### config.mk
export PLATFORM = sky130hd
export DESIGN_NAME = fsm_control
export DESIGN_NICKNAME = d
export VERILOG_FILES = /design/src/rtl/fsm_control.sv
export SDC_FILE = /design/constraint.sdc
export NUM_CORES = 1
export LEC_CHECK = 0
export CORE_UTILIZATION = 35
export CTS_BUF_LIST = sky130_fd_sc_hd__clkbuf_2 sky130_fd_sc_hd__clkbuf_4 sky130_fd_sc_hd__clkbuf_8
export DETAILED_ROUTE_END_ITERATION = 8
export DONT_BUFFER_PORTS = 1
export PLACE_DENSITY = 0.54
export SYNTH_ARGS = -nofsm -noshare
export SYNTH_HDL_FRONTEND = slang
export SYNTH_SLANG_ARGS = --single-unit
### constraint.sdc
create_clock -name clk -period 3.78 [get_ports clk]
set_input_delay 1.134 -clock clk [delete_from_list [all_inputs] [get_ports clk]]
set_output_delay 1.134 -clock clk [all_outputs]
set_load 0.1 [all_outputs]
### src/rtl/fsm_control.sv
// fsm_control: multicycle control unit for the 16-bit CR16-subset datapath.
// Steps through FETCH -> LOADIR -> EXEC (-> LDWB for loads) and drives every
// datapath enable and mux select. All outputs are combinational from the
// current state, the registered opcode and the condition result.
//
// Ports:
//   clk, rst      - clock (rising edge), synchronous active-high reset
//   Opcode[7:0]   - {IR[15:12], IR[7:4]} from the instruction register
//   cond_true     - branch/jump condition satisfied by the current flags
//   ir_en, pc_en  - IR load / PC write enables
//   pc_sel[1:0]   - 0: PC+1, 1: PC+disp, 2: Rsrc
//   addr_sel      - memory address: 0: PC, 1: Rsrc
//   reg_wr_en     - register file write to Rdst
//   mem_wr_en     - data memory write
//   wb_sel[1:0]   - write-back: 0: ALU, 1: memory, 2: PC (link)
//   alu_src_imm   - ALU B operand: 0: Rsrc, 1: immediate
//   flags_en      - PSR flag update
//   instr_done    - high in the last cycle of each instruction
//   state[1:0]    - current state (debug)
//
// state  | meaning
// FETCH  | memory addressed by PC
// LOADIR | instruction word valid; IR loads and PC increments on exit
// EXEC   | decode and execute; final cycle for all but LOAD
// LDWB   | load write-back from memory read data

module fsm_control (
  input  logic       clk,
  input  logic       rst,
  input  logic [7:0] Opcode,
  input  logic       cond_true,
  output logic       ir_en,
  output logic       pc_en,
  output logic [1:0] pc_sel,
  output logic       addr_sel,
  output logic       reg_wr_en,
  output logic       mem_wr_en,
  output logic [1:0] wb_sel,
  output logic       alu_src_imm,
  output logic       flags_en,
  output logic       instr_done,
  output logic [1:0] state
);

  typedef enum logic [1:0] {
    FETCH  = 2'd0,
    LOADIR = 2'd1,
    EXEC   = 2'd2,
    LDWB   = 2'd3
  } state_t;

  state_t state_q, state_d;

  logic [3:0] hi, ext;
  assign hi  = Opcode[7:4];
  assign ext = Opcode[3:0];

  always_ff @(posedge clk) begin
    state_q <= state_d;
  end

  assign state = state_q;

  always_comb begin
    state_d     = FETCH;
    ir_en       = 1'b0;
    pc_en       = 1'b0;
    pc_sel      = 2'd0;
    addr_sel    = 1'b0;
    reg_wr_en   = 1'b0;
    mem_wr_en   = 1'b0;
    wb_sel      = 2'd0;
    alu_src_imm = 1'b0;
    flags_en    = 1'b0;
    instr_done  = 1'b0;

    // Reset wins over everything: outputs stay at their zero defaults.
    if (!rst) begin
      unique case (state_q)
        FETCH: begin
          state_d = LOADIR;
        end
        LOADIR: begin
          ir_en   = 1'b1;
          pc_en   = 1'b1;
          state_d = EXEC;
        end
        EXEC: begin
          instr_done = 1'b1;
          state_d    = FETCH;
          case (hi)
            4'b0000: begin
              if (ext inside {4'h1, 4'h2, 4'h3, 4'h5, 4'h9, 4'hB, 4'hD}) begin
                reg_wr_en = (ext != 4'hB);
                flags_en  = (ext inside {4'h5, 4'h9, 4'hB});
              end
            end
            4'b0001, 4'b0010, 4'b0011, 4'b0101,
            4'b1001, 4'b1011, 4'b1101: begin
              alu_src_imm = 1'b1;
              reg_wr_en   = (hi != 4'hB);
              flags_en    = (hi inside {4'h5, 4'h9, 4'hB});
            end
            4'b1111: begin
              // LUI: immediate write, no flag update
              alu_src_imm = 1'b1;
              reg_wr_en   = 1'b1;
            end
            4'b1000: begin
              if (ext == 4'h4) begin
                reg_wr_en = 1'b1;
              end else if (ext == 4'h0 || ext == 4'h1) begin
                reg_wr_en   = 1'b1;
                alu_src_imm = 1'b1;
              end
            end
            4'b0100: begin
              case (ext)
                4'h0: begin
                  addr_sel   = 1'b1;
                  instr_done = 1'b0;
                  state_d    = LDWB;
                end
                4'h4: begin
                  addr_sel  = 1'b1;
                  mem_wr_en = 1'b1;
                end
                4'hC: begin
                  pc_sel = 2'd2;
                  pc_en  = cond_true;
                end
                4'h8: begin
                  // Link value is the PC already incremented in LOADIR.
                  reg_wr_en = 1'b1;
                  wb_sel    = 2'd2;
                  pc_en     = 1'b1;
                  pc_sel    = 2'd2;
                end
                default: ;
              endcase
            end
            4'b1100: begin
              pc_sel = 2'd1;
              pc_en  = cond_true;
            end
            default: ;
          endcase
        end
        LDWB: begin
          reg_wr_en  = 1'b1;
          wb_sel     = 2'd1;
          addr_sel   = 1'b1;
          instr_done = 1'b1;
          state_d    = FETCH;
        end
        default: state_d = FETCH;
      endcase
    end
  end

endmodule

* Word level (Yosys, flattened, before mapping)
Index checks and enable logic that the tools add are counted.
Storage, ports and cells: output and inout port bits 14, bits of input ports 11, memories kept 0, memory bits (writable) 0, bits in registers 2, latch bits 0, ROM bits 0
Operators by class: equality and inequality tests 26, reduce and logical (&&, ||, !) cells 11, multipliers 0, div/mod/pow operators 0, order comparisons 0, shift-type cells 0, bitwise gates (word level) 0, muxes and demuxes 44, add/sub/neg operators 0
Operators by type and width (number):
- == test 4 bit, second input constant | 11
- two-way mux 1 bit | 24
- == test 4 x 2 -> 1 bit, second input constant | 4
- == test 4 x 3 -> 1 bit, second input constant | 4
- two-way mux 2 bit | 8
- case mux 1 bit (2 select lines) | 8
- == test 4 x 1 -> 1 bit, second input constant | 2
- zero test 4 bit | 2
- != test 4 bit, second input constant | 2
- case mux 2 bit (2 select lines) | 2
- case mux 2 bit (4 select lines) | 1
- OR reduction 8 bit | 1
- nonzero test 7 bit | 1
- OR reduction 7 bit | 1
- nonzero test 3 bit | 2
- case mux 1 bit (5 select lines) | 1
- == test 2 bit, second input constant | 2
- OR reduction 2 bit | 2
- == test 2 x 1 -> 1 bit, second input constant | 1
- zero test 2 bit | 1
- logical OR 1 bit | 1

* Longest topological paths before layout
Gate-level depths: netlist of the first run.
word-level depth 7, gate-level depth with buffers 6, mapped depth without buffers 6

* Least setup slack after synthesis of the first run
Ideal clock, no wire load.
path type in2out, from in Opcode[5], to out pc_en, path slack -1318 ps, data arrival time 3964 ps, required time 2646 ps, stages 5, cell sequence buf_2 and4bb_2 a32o_1 a31oi_1 nor3b_1
On the way: word-level cells in the longest chain between the ends 4, elaborated cells between the ends (all ways) 5
Ends and longest elaborated chain:
- from (decl) | RTL line 30 | input logic [7:0] Opcode,
- == test 4 bit / == test 4 x 3 -> 1 bit (equally long branches) | RTL line 91 | case (hi)
- case mux 1 bit (2 select lines) * | RTL line 91
- case mux 1 bit (2 select lines) * | RTL line 79 | unique case (state_q)
- two-way mux 1 bit * | RTL line 78 | if (!rst) begin
- to (decl) | RTL line 33 | output logic pc_en,
Every way passes the cells marked *; elsewhere a longest branch is shown, timed or not.

* Final worst setup path of the first run
from in Opcode[7], to out pc_en
Same word-level chain as after synthesis.

==> reports/results.txt, run 1 <==
H-tree levels - 1
gr ovfl total - 0
initial antenna violation count - 0
Clock Pin Slew Worst Setup and Hold Paths - 0.03 ns
GPL Wtd Cong - 0.870
Mapped Area - 513 µm²
antenna-violating nets left - 0
Final Hold Fails - 0
pre-CTS setup slack - 0.390 ns
clock buffer count from CTS - 3
clk_skew - 0.00227 ns
hold_buf cts - 0
detailed-route wire length per cell - 12.6 µm
DR DRC count - 0
Nets - 105
largest net degree at the start of global routing - 13
crit path max fanout - 12
Die Ht - 40.3 µm
Distinct cells, synth - 31
Max transition margin - 78.5%
commonest cells after routing, fill and taps aside - buf_4, nand2b_1
final WL - 1290 µm
Setup-failing EPs final - 0
Pleak - 0.292 nW
First-pass DRT Iterations - 2
via count - 543
Tot GR Track Use - 17.8%
R2R setup slack - 2.72 ns
Tmin final - 3.38 ns
peak supply drop - 0.150 mV
final worst slack - 0.400 ns
synthesized area per cell - 6.93 µm²
Worst-Margin Slew - 0.323 ns
die span in x - 40.3 µm
# resized after CTS - 0
CP max stage delay - 0.31 ns
Cell Rows - 13
area grow syn2layout - 36.8%
antenna cells - 0
Yosys Warn Count - 0
clock sinks - 2
final core occ - 52.6%
first-pass GRT wire length - 1970 µm
CTS tree - done
Final Cell Area - 702 µm²
postcts setup bufs - 0
maximum clock insertion buffer count - 2
Worst Setup End Kind - output port
Initial Util - 38.5%
most common cell after layout, fill and taps aside - buf_4
DR iter-0 viols - 8
Worst Hold Class - register to register
die area - 1620 µm²
max reg flops - 2
share of cells above drive strength 1 - 34.5%
period utilization - 89.4%
PwrDens - 206 nW/µm²
max-slew violations - 0
fillcell total - 137
RSZ-0062 raised after global routing - no
maximum clock frequency - 0.296 GHz
Mapped Nets - 90
CP max-delay cell - buf_4
Core Area - 1330 µm²
crit-path cells - nor4b_4 -> a32o_1 -> a31oi_1 -> nor3b_4 -> buf_4
sequential cell area fraction in the yosys report - 7.80%
Req. time, crit path - 2.65 ns
Ports - 25
average vias per placed instance - 5.32
Worst-Skew Late Latency - 0.22 ns
register bit total from synthesis - 2
CP startpoint kind - primary input
Crit Path Category - primary input to output port
max_cap viols - 0
dpl hpwl - 973 µm
Root Buffer - clkbuf_4
outcome - completed
Gate Count Post-Synth - 74
IO buf count - 0
placed inst area - 679 µm²
vias in the first global route - 440
worst path arrival time - 2.25 ns
## per-stage QoR
| stage | total power, mW | TNS, ns | instances | hold slack, ns |
|---|---|---|---|---|
| after floorplan | 0.0891 | -0.405 | 74 | 0.960 |
| after global placement | 0.0974 | 0 | 99 | 0.545 |
| after detailed placement | 0.0970 | 0 | 99 | 0.549 |
| after CTS | 0.147 | 0 | 102 | 0.553 |
| after global routing | 0.155 | 0 | 102 | 0.593 |
| final | 0.144 | 0 | 102 | 0.559 |
## per-layer routing
layer | vias up | global-route usage [%] | part of all wire [%]
li1 | 292 | - | -
met1 | 233 | 26.2 | 53
met2 | 18 | 25.0 | 41
met3 | 0 | 7.78 | 6.0
met4 | 0 | 0 | 0
met5 | - | 0 | 0
## kinds of logic (layout without fill, tap and decap cells)
family,count (synthesis),after routing,share of synthesized area (%)
compound gates,18,18,22.2
fa+ha+maj,5,5,12.2
buf+inv,8,21,6.58
flops,2,2,7.81
simple gates,41,41,51.2
## final timing paths
check | from | to | cells past startpoint
min | state[1] | state[1] | 2
min reg2reg | state[1] | state[1] | 2
max | Opcode[7] | pc_en | 5
max reg2reg | state[1] | state[0] | 3
## critical path: cells and delay by family
kind,cells,cell delay (ns)
simple gates,2,0.48
buf+inv,1,0.31
compound gates,2,0.32
## synthesized netlist by cell type (all sizes together)
library cell / n / share of area, %
nand2: 5 / 3.7
o32ai: 1 / 1.7
nor2b: 4 / 4.9
clkbuf: 1 / 0.73
nor2: 7 / 5.1
dfxtp: 2 / 7.8
nand3: 3 / 2.9
o21ai: 1 / 0.97
o22ai: 1 / 1.2
and2b: 1 / 1.5
and2: 3 / 4.1
inv: 4 / 2.9
a32o: 1 / 2.0
a21o: 1 / 1.5
or2b: 1 / 1.5
a31oi: 4 / 4.9
nand2b: 8 / 9.8
ha: 5 / 12
nand4: 1 / 1.2
nor3b: 1 / 1.5
nor4b: 1 / 4.6
a221oi: 1 / 1.7
and3: 1 / 2.2
nor4: 1 / 1.2
and4bb: 1 / 2.4
o211ai: 1 / 1.5
a21oi: 7 / 6.8
or3b: 1 / 1.7
buf: 3 / 2.9
nand3b: 2 / 2.9
## where the power goes
group | switching, mW | internal, mW | leakage [nW] | total [mW]
logic | 0.0501 | 0.0224 | 0.261 | 0.0725
registers | 0.00138 | 0.0230 | 0.0166 | 0.0244
clock network | 0.0123 | 0.0350 | 0.0138 | 0.0474
## cell type report
type                       instances  area (µm²)  share of cell area, %
timing repair buffer              14         130                   18.5
tap                               15        18.8                   2.67
inverter                           4        15.0                   2.14
clock buffer                       3        22.5                   3.21
multi-input combinational         64         475                   67.7
sequential                         2        40.0                   5.70
No activity file was read; power rests on OpenSTA's default activity.
==> run 2, diff against run 1 <==
--- a/config.mk
+++ b/config.mk
@@ -5,11 +5,13 @@
 export SDC_FILE = /design/constraint.sdc
 export NUM_CORES = 1
 export LEC_CHECK = 0
-export CORE_UTILIZATION = 35
+export CORE_AREA = 2 2 39 41
 export CTS_BUF_LIST = sky130_fd_sc_hd__clkbuf_2 sky130_fd_sc_hd__clkbuf_4 sky130_fd_sc_hd__clkbuf_8
 export DETAILED_ROUTE_END_ITERATION = 8
+export DIE_AREA = 0 0 41 43
 export DONT_BUFFER_PORTS = 1
-export PLACE_DENSITY = 0.54
+export PLACE_DENSITY = 0.58
+export SETUP_SLACK_MARGIN = 0.15
 export SYNTH_ARGS = -nofsm -noshare
 export SYNTH_HDL_FRONTEND = slang
 export SYNTH_SLANG_ARGS = --single-unit
==> run 2 against run 1 <==
Count of clock-buffer cells in the layout unchanged; non-clock buffer count down 1; power up 1.4%; die area up 8.6%; global-route usage down 1.3 points; register-to-register slack worse by 0.17 ns; routed wire length up 7.2%; critical path depth unchanged; clock skew up 0.0036 ns; clock power about the same; sequential share of layout area about the same; largest cell class unchanged.
==> reports/results.txt, run 2 (synthesis gave the netlist of run 1 again) <==
outcome - completed (unchanged)
initial antenna violation count - 0 (unchanged)
placed cells - 99 (unchanged)
Tmin final - 3.41 ns (was 3.38 ns)
Seq pwr share - 17.3% (was 16.9%)
most common cell after layout, fill and taps aside - buf_4 (unchanged)
vias in the first global route - 472 (was 440)
CP startpoint kind - primary input (unchanged)
clk_skew - 0.00584 ns (was 0.00227 ns)
CTS tree - done (unchanged)
maximum clock insertion buffer count - 2 (unchanged)
share of power burned in the clock network - 32.3% (was 32.8%)
maximum clock frequency - 0.293 GHz (was 0.296 GHz)
crit-path cells - nor4b_4 -> a32o_1 -> a31oi_1 -> nor3b_4 -> buf_4 (unchanged)
Max transition margin - 70.1% (was 78.5%)
area grow syn2layout - 37.6% (was 36.8%)
Cell Rows - 14 (was 13)
Ports - 25 (unchanged)
Root Buffer - clkbuf_4 (unchanged)
share of cells above drive strength 1 - 33.7% (was 34.5%)
hold_buf cts - 0 (unchanged)
clock sinks - 2 (unchanged)
final core occ - 51.0% (was 52.6%)
critical path startpoint - Opcode[7] (unchanged)
Int Power - 0.0812 mW (was 0.0805 mW)
Initial Util - 37.1% (was 38.5%)
Die Ht - 43 µm (was 40.3 µm)
Worst Setup End Kind - output port (unchanged)
worst path arrival time - 2.28 ns (was 2.25 ns)
clock buffer count from CTS - 3 (unchanged)
period utilization - 90.3% (was 89.4%)
Clock Pin Slew Worst Setup and Hold Paths - 0.03 ns (about the same)
Setup-failing EPs final - 0 (unchanged)
peak supply drop - 0.180 mV (was 0.150 mV)
Pwr Total - 0.146 mW (was 0.144 mW)
WHS - 0.533 ns (was 0.559 ns)
max-slew violations - 0 (unchanged)
switching pwr - 0.0651 mW (was 0.0638 mW)
Crit path max-delay family - simple AND/OR/NAND/NOR gates (unchanged)
RSZ-0062 raised after global routing - no (unchanged)
antenna cells - 0 (unchanged)
max_cap viols - 0 (unchanged)
via count - 570 (was 543)
first-pass GRT wire length - 1980 µm (was 1970 µm)
Pleak - 0.285 nW (was 0.292 nW)
PwrDens - 207 nW/µm² (was 206 nW/µm²)
dpl hpwl - 1060 µm (was 973 µm)
Nets - 104 (was 105)
commonest cells after routing, fill and taps aside - buf_4, nand2b_1 (unchanged)
die span in x - 41 µm (was 40.3 µm)
Comb pwr share - 50.4% (was 50.3%)
antenna-violating nets left - 0 (unchanged)
Req. time, crit path - 2.65 ns (about the same)
Tot GR Track Use - 16.5% (was 17.8%)
Core Area - 1380 µm² (was 1330 µm²)
CP Buf/Inv Count - 1 (unchanged)
Reg-to-Reg Start - state[1] (unchanged)
First-pass DRT Iterations - 4 (was 2)
die area - 1760 µm² (was 1620 µm²)
max reg flops - 2 (unchanged)
Worst Hold Class - register to register (unchanged)
GPL Wtd Cong - 0.774 (was 0.870)
largest net degree at the start of global routing - 13 (unchanged)
Crit Path Category - primary input to output port (unchanged)
gr ovfl total - 0 (unchanged)
Final Hold Fails - 0 (unchanged)
Worst-Margin Slew - 0.448 ns (was 0.323 ns)
H-tree levels - 1 (unchanged)
hold path start - state[1] (unchanged)
switching share of power - 44.5% (was 44.2%)
final WL - 1380 µm (was 1290 µm)
crit path max fanout - 12 (unchanged)
final std cells w/o fill - 102 (unchanged)
Worst-Skew Late Latency - 0.23 ns (was 0.22 ns)
DR DRC count - 0 (unchanged)
CP max stage delay - 0.32 ns (was 0.31 ns)
detailed-route wire length per cell - 13.5 µm (was 12.6 µm)
# resized after CTS - 0 (unchanged)
CP max-delay cell - nor4b_4 (was buf_4)
average vias per placed instance - 5.59 (was 5.32)
IO buf count - 0 (unchanged)
DR iter-0 viols - 5 (was 8)
postcts setup bufs - 0 (unchanged)
-- run 2: cell count changes in the layout (fill, tap and decap cells not counted) --
cell	before	now
and2b_4	0	1
a31oi_4	0	1
and2b_2	1	0
a31oi_2	1	0
buf_4	12	11
-- run 2: path summary, 6_finish.rpt --
| check | end | slack, ns | cells after the start |
|---|---|---|---|
| setup reg to reg | state[0] | 2.55 | 5 |
| setup / recovery | pc_en | 0.37 | 5 |
| hold reg to reg | state[1] | 0.53 | 2 |
| hold / removal | state[1] | 0.53 | 2 |
-- run 2: area by class of cell --
class | instances | area [µm²]
Clock buffer | 3 | 22.5
Tap cell | 16 | 20.0
Inverter | 4 | 15.0
Multi-Input combinational cell | 64 | 485
Timing Repair Buffer | 13 | 123
Sequential cell | 2 | 40.0
Fill cell | 146 | 678
-- run 2: tightest hold or removal path, delay by kind of cell (launching register included) --
| family | cells | cell delay, ns |
|---|---|---|
| compound gates | 1 | 0.06 |
| flops | 1 | 0.33 |
| simple gates | 1 | 0.10 |
-- run 2: power by group through the flow --
stage | logic, mW | clock network, mW | registers (mW)
final | 0.0738 | 0.0473 | 0.0253
after global routing | 0.0776 | 0.0485 | 0.0257
after CTS | 0.0740 | 0.0496 | 0.0253
after detailed placement | 0.0737 | 0 | 0.0255
after global placement | 0.0737 | 0 | 0.0256
after floorplan | 0.0532 | 0 | 0.0380
-- run 2: metal layers --
layer | track usage (%) | part of all wire [%] | routed length [µm] | up-vias
li1 | - | - | - | 291
met1 | 21.3 | 45 | 615 | 264
met2 | 25.0 | 50 | 691 | 13
met3 | 0 | 3.8 | 53 | 2
met4 | 12.0 | 1.5 | 21 | 0
met5 | 0 | 0 | 0 | -
-- run 2: per-stage QoR --
stage / cell area (µm²) / TNS (ns) / worst slack [ns]
after CTS: 706 / 0 / 0.365
after global placement: 683 / 0 / 0.401
final: 706 / 0 / 0.368
after detailed placement: 683 / 0 / 0.373
after floorplan: 554 / -0.195 / -0.0743
after global routing: 706 / 0 / 0.326
==> run 3, diff against run 2 <==
--- a/config.mk
+++ b/config.mk
@@ -10,7 +10,7 @@
 export DETAILED_ROUTE_END_ITERATION = 8
 export DIE_AREA = 0 0 41 43
 export DONT_BUFFER_PORTS = 1
-export PLACE_DENSITY = 0.58
+export PLACE_DENSITY = 0.6
 export SETUP_SLACK_MARGIN = 0.15
 export SYNTH_ARGS = -nofsm -noshare
 export SYNTH_HDL_FRONTEND = slang
==> constraint.sdc (replaced) <==
create_clock -name clk -period 2.9 [get_ports clk]
set_input_delay 0.87 -clock clk [delete_from_list [all_inputs] [get_ports clk]]
set_output_delay 0.87 -clock clk [all_outputs]
set_load 0.02 [all_outputs]
==> run 3 against run 2 <==
First-iteration DRC count grew to 2.8 times the previous value; routed wire length fell by 4.8%; sequential power grew 26%; utilization fell by 7.7 points; critical path type unchanged; highest routed layer is now met3; design area is 15% lower; die area did not move; count of clock-buffer cells in the layout is the same; register-to-register slack lost 0.74 ns; worst hold slack gained 0.018 ns; flip-flop and latch count unchanged; critical path depth shrank 1.
==> reports/results.txt, run 3 (synthesis gave the netlist of run 1 again) <==
die area - 1760 µm² (unchanged)
Worst Setup End Kind - output port (unchanged)
Core Area - 1380 µm² (unchanged)
Die Ht - 43 µm (unchanged)
Hold Crit Depth - 2 (unchanged)
vias in the first global route - 494 (was 472)
Crit Path Category - primary input to output port (unchanged)
commonest cells after routing, fill and taps aside - nand2b_1, nor2_1, buf_4, a21oi_1 (was buf_4, nand2b_1)
switching share of power - 30.9% (was 44.5%)
H-tree levels - 1 (unchanged)
Final Hold Fails - 0 (unchanged)
max-slew violations - 0 (unchanged)
WHS Endpoint - state[1] (unchanged)
worst path arrival time - 1.84 ns (was 2.28 ns)
DR DRC count - 0 (unchanged)
Ports - 25 (unchanged)
area grow syn2layout - 16.8% (was 37.6%)
reg2reg end - state[0] (unchanged)
hold_buf cts - 0 (unchanged)
max_cap viols - 0 (unchanged)
Setup-failing EPs final - 0 (unchanged)
First-pass DRT Iterations - 4 (unchanged)
first-pass GRT wire length - 2040 µm (was 1980 µm)
switching pwr - 0.0446 mW (was 0.0651 mW)
CP max stage delay - 0.30 ns (was 0.32 ns)
PwrDens - 241 nW/µm² (was 207 nW/µm²)
share of power burned in the clock network - 41.5% (was 32.3%)
outcome - completed (unchanged)
Cell Rows - 14 (unchanged)
final std cells w/o fill - 96 (was 102)
Initial Util - 37.1% (unchanged)
TNS Setup - 0 ns (unchanged)
crit path max fanout - 12 (unchanged)
Clock Pin Slew Worst Setup and Hold Paths - 0.03 ns (about the same)
DR iter-0 viols - 14 (was 5)
Worst-Margin Slew - 0.399 ns (was 0.448 ns)
final WL - 1320 µm (was 1380 µm)
hold path start - state[1] (unchanged)
maximum clock insertion buffer count - 2 (unchanged)
Int Power - 0.0998 mW (was 0.0812 mW)
CP startpoint kind - primary input (unchanged)
period utilization - 93.4%
Pleak - 0.243 nW (was 0.285 nW)
Comb pwr share - 36.4% (was 50.4%)
CP max-delay cell - nor4b_4 (unchanged)
GPL Wtd Cong - 0.769 (was 0.774)
WHS - 0.551 ns (was 0.533 ns)
antenna-violating nets left - 0 (unchanged)
Max transition margin - 73.3% (was 70.1%)
Tmin final - 2.71 ns
clock buffer count from CTS - 3 (unchanged)
antenna cells - 0 (unchanged)
largest net degree at the start of global routing - 13 (unchanged)
CTS tree - done (unchanged)
clock sinks - 2 (unchanged)
fillcell total - 143 (was 146)
crit-path cells - nor4b_4 -> and2_4 -> and3_4 -> and2b_2 (was nor4b_4 -> a32o_1 -> a31oi_1 -> nor3b_4 -> buf_4)
Reg-to-Reg Start - state[1] (unchanged)
Multi-input gate area - 449 µm² (was 485 µm²)
Root Buffer - clkbuf_4 (unchanged)
peak supply drop - 0.201 mV (was 0.180 mV)
Req. time, crit path - 2.03 ns (was 2.65 ns)
initial antenna violation count - 0 (unchanged)
placed cells - 92 (was 99)
gr ovfl total - 0 (unchanged)
R2R setup slack - 1.81 ns (was 2.55 ns)
Seq pwr share - 22.1% (was 17.3%)
most common cell after layout, fill and taps aside - nand2b_1 (was buf_4)
Nets - 98 (was 104)
detailed-route wire length per cell - 13.7 µm (was 13.5 µm)
FF/Latch Area - 40.0 µm² (unchanged)
Worst Hold Class - register to register (unchanged)
via count - 538 (was 570)
average vias per placed instance - 5.60 (was 5.59)
IO buf count - 0 (unchanged)
max reg flops - 2 (unchanged)
Tot GR Track Use - 15.9% (was 16.5%)
share of cells above drive strength 1 - 21.3% (was 33.7%)
RSZ-0062 raised after global routing - yes (was no)
dpl hpwl - 1010 µm (was 1060 µm)
R2R depth - 3 (was 5)
Pwr Total - 0.144 mW (was 0.146 mW)
maximum clock frequency - 0.369 GHz
die span in x - 41 µm (unchanged)
clk_skew - 0.00797 ns (was 0.00584 ns)
Worst-Skew Late Latency - 0.22 ns (was 0.23 ns)
-- run 3: cell types whose count changed in the layout (fill, tap and decap cells not counted), sizes merged --
cell	change
buf	-6
-- run 3: final cells by class --
| type | instances | share of cell area, % |
|---|---|---|
| Multi-Input combinational cell | 64 | 74.9 |
| Inverter | 4 | 2.51 |
| Sequential cell | 2 | 6.68 |
| Tap cell | 16 | 3.34 |
| Clock buffer | 3 | 3.76 |
| Timing Repair Buffer | 7 | 8.77 |
-- run 3: worst max path at each step --
stage                     startpoint   endpoint  slack (ns)
final                      Opcode[7]  wb_sel[1]        0.19
after global routing       Opcode[7]      pc_en        0.12
after CTS                  Opcode[7]  wb_sel[1]        0.17
after detailed placement   Opcode[7]  wb_sel[1]        0.17
after global placement     Opcode[7]  wb_sel[1]        0.19
after floorplan            Opcode[5]      pc_en        0.19
-- run 3: repair_timing --
| action | in CTS | in global routing |
|---|---|---|
| resized for setup | 0 | 2 |
| buffers inserted | 0 | 1 |
| endpoints found under the setup margin | 0 | 3 |
-- run 3: power by group through the flow --
| stage | registers, mW | clock network (mW) | logic [mW] |
|---|---|---|---|
| global placement | 0.0322 | 0 | 0.0517 |
| finish | 0.0319 | 0.0600 | 0.0525 |
| detailed placement | 0.0322 | 0 | 0.0520 |
| floorplan | 0.0361 | 0 | 0.0424 |
| global route | 0.0321 | 0.0666 | 0.0589 |
| CTS | 0.0319 | 0.0615 | 0.0521 |
-- run 3: routing by layer --
layer | share of wire (%) | global-route usage (%) | up-vias
li1 | - | - | 277
met1 | 51 | 24.5 | 249
met2 | 46 | 22.8 | 12
met3 | 3.1 | 3.14 | 0
met4 | 0 | 2.00 | 0
met5 | 0 | 0 | -
-- run 3: worst max-delay path, delay by kind of cell --
kind             cells  cell delay (ns)
AND/OR/NAND/NOR      4             0.96
-- run 3: metrics by stage --
step	cell area (µm²)	worst slack (ns)	util, %
2_1_floorplan	518	0.191	-
6_report	599	0.191	43.3
3_3_place_gp	564	0.188	40.8
3_5_place_dp	564	0.169	40.8
4_1_cts	587	0.168	42.4
5_1_grt	599	0.118	43.3
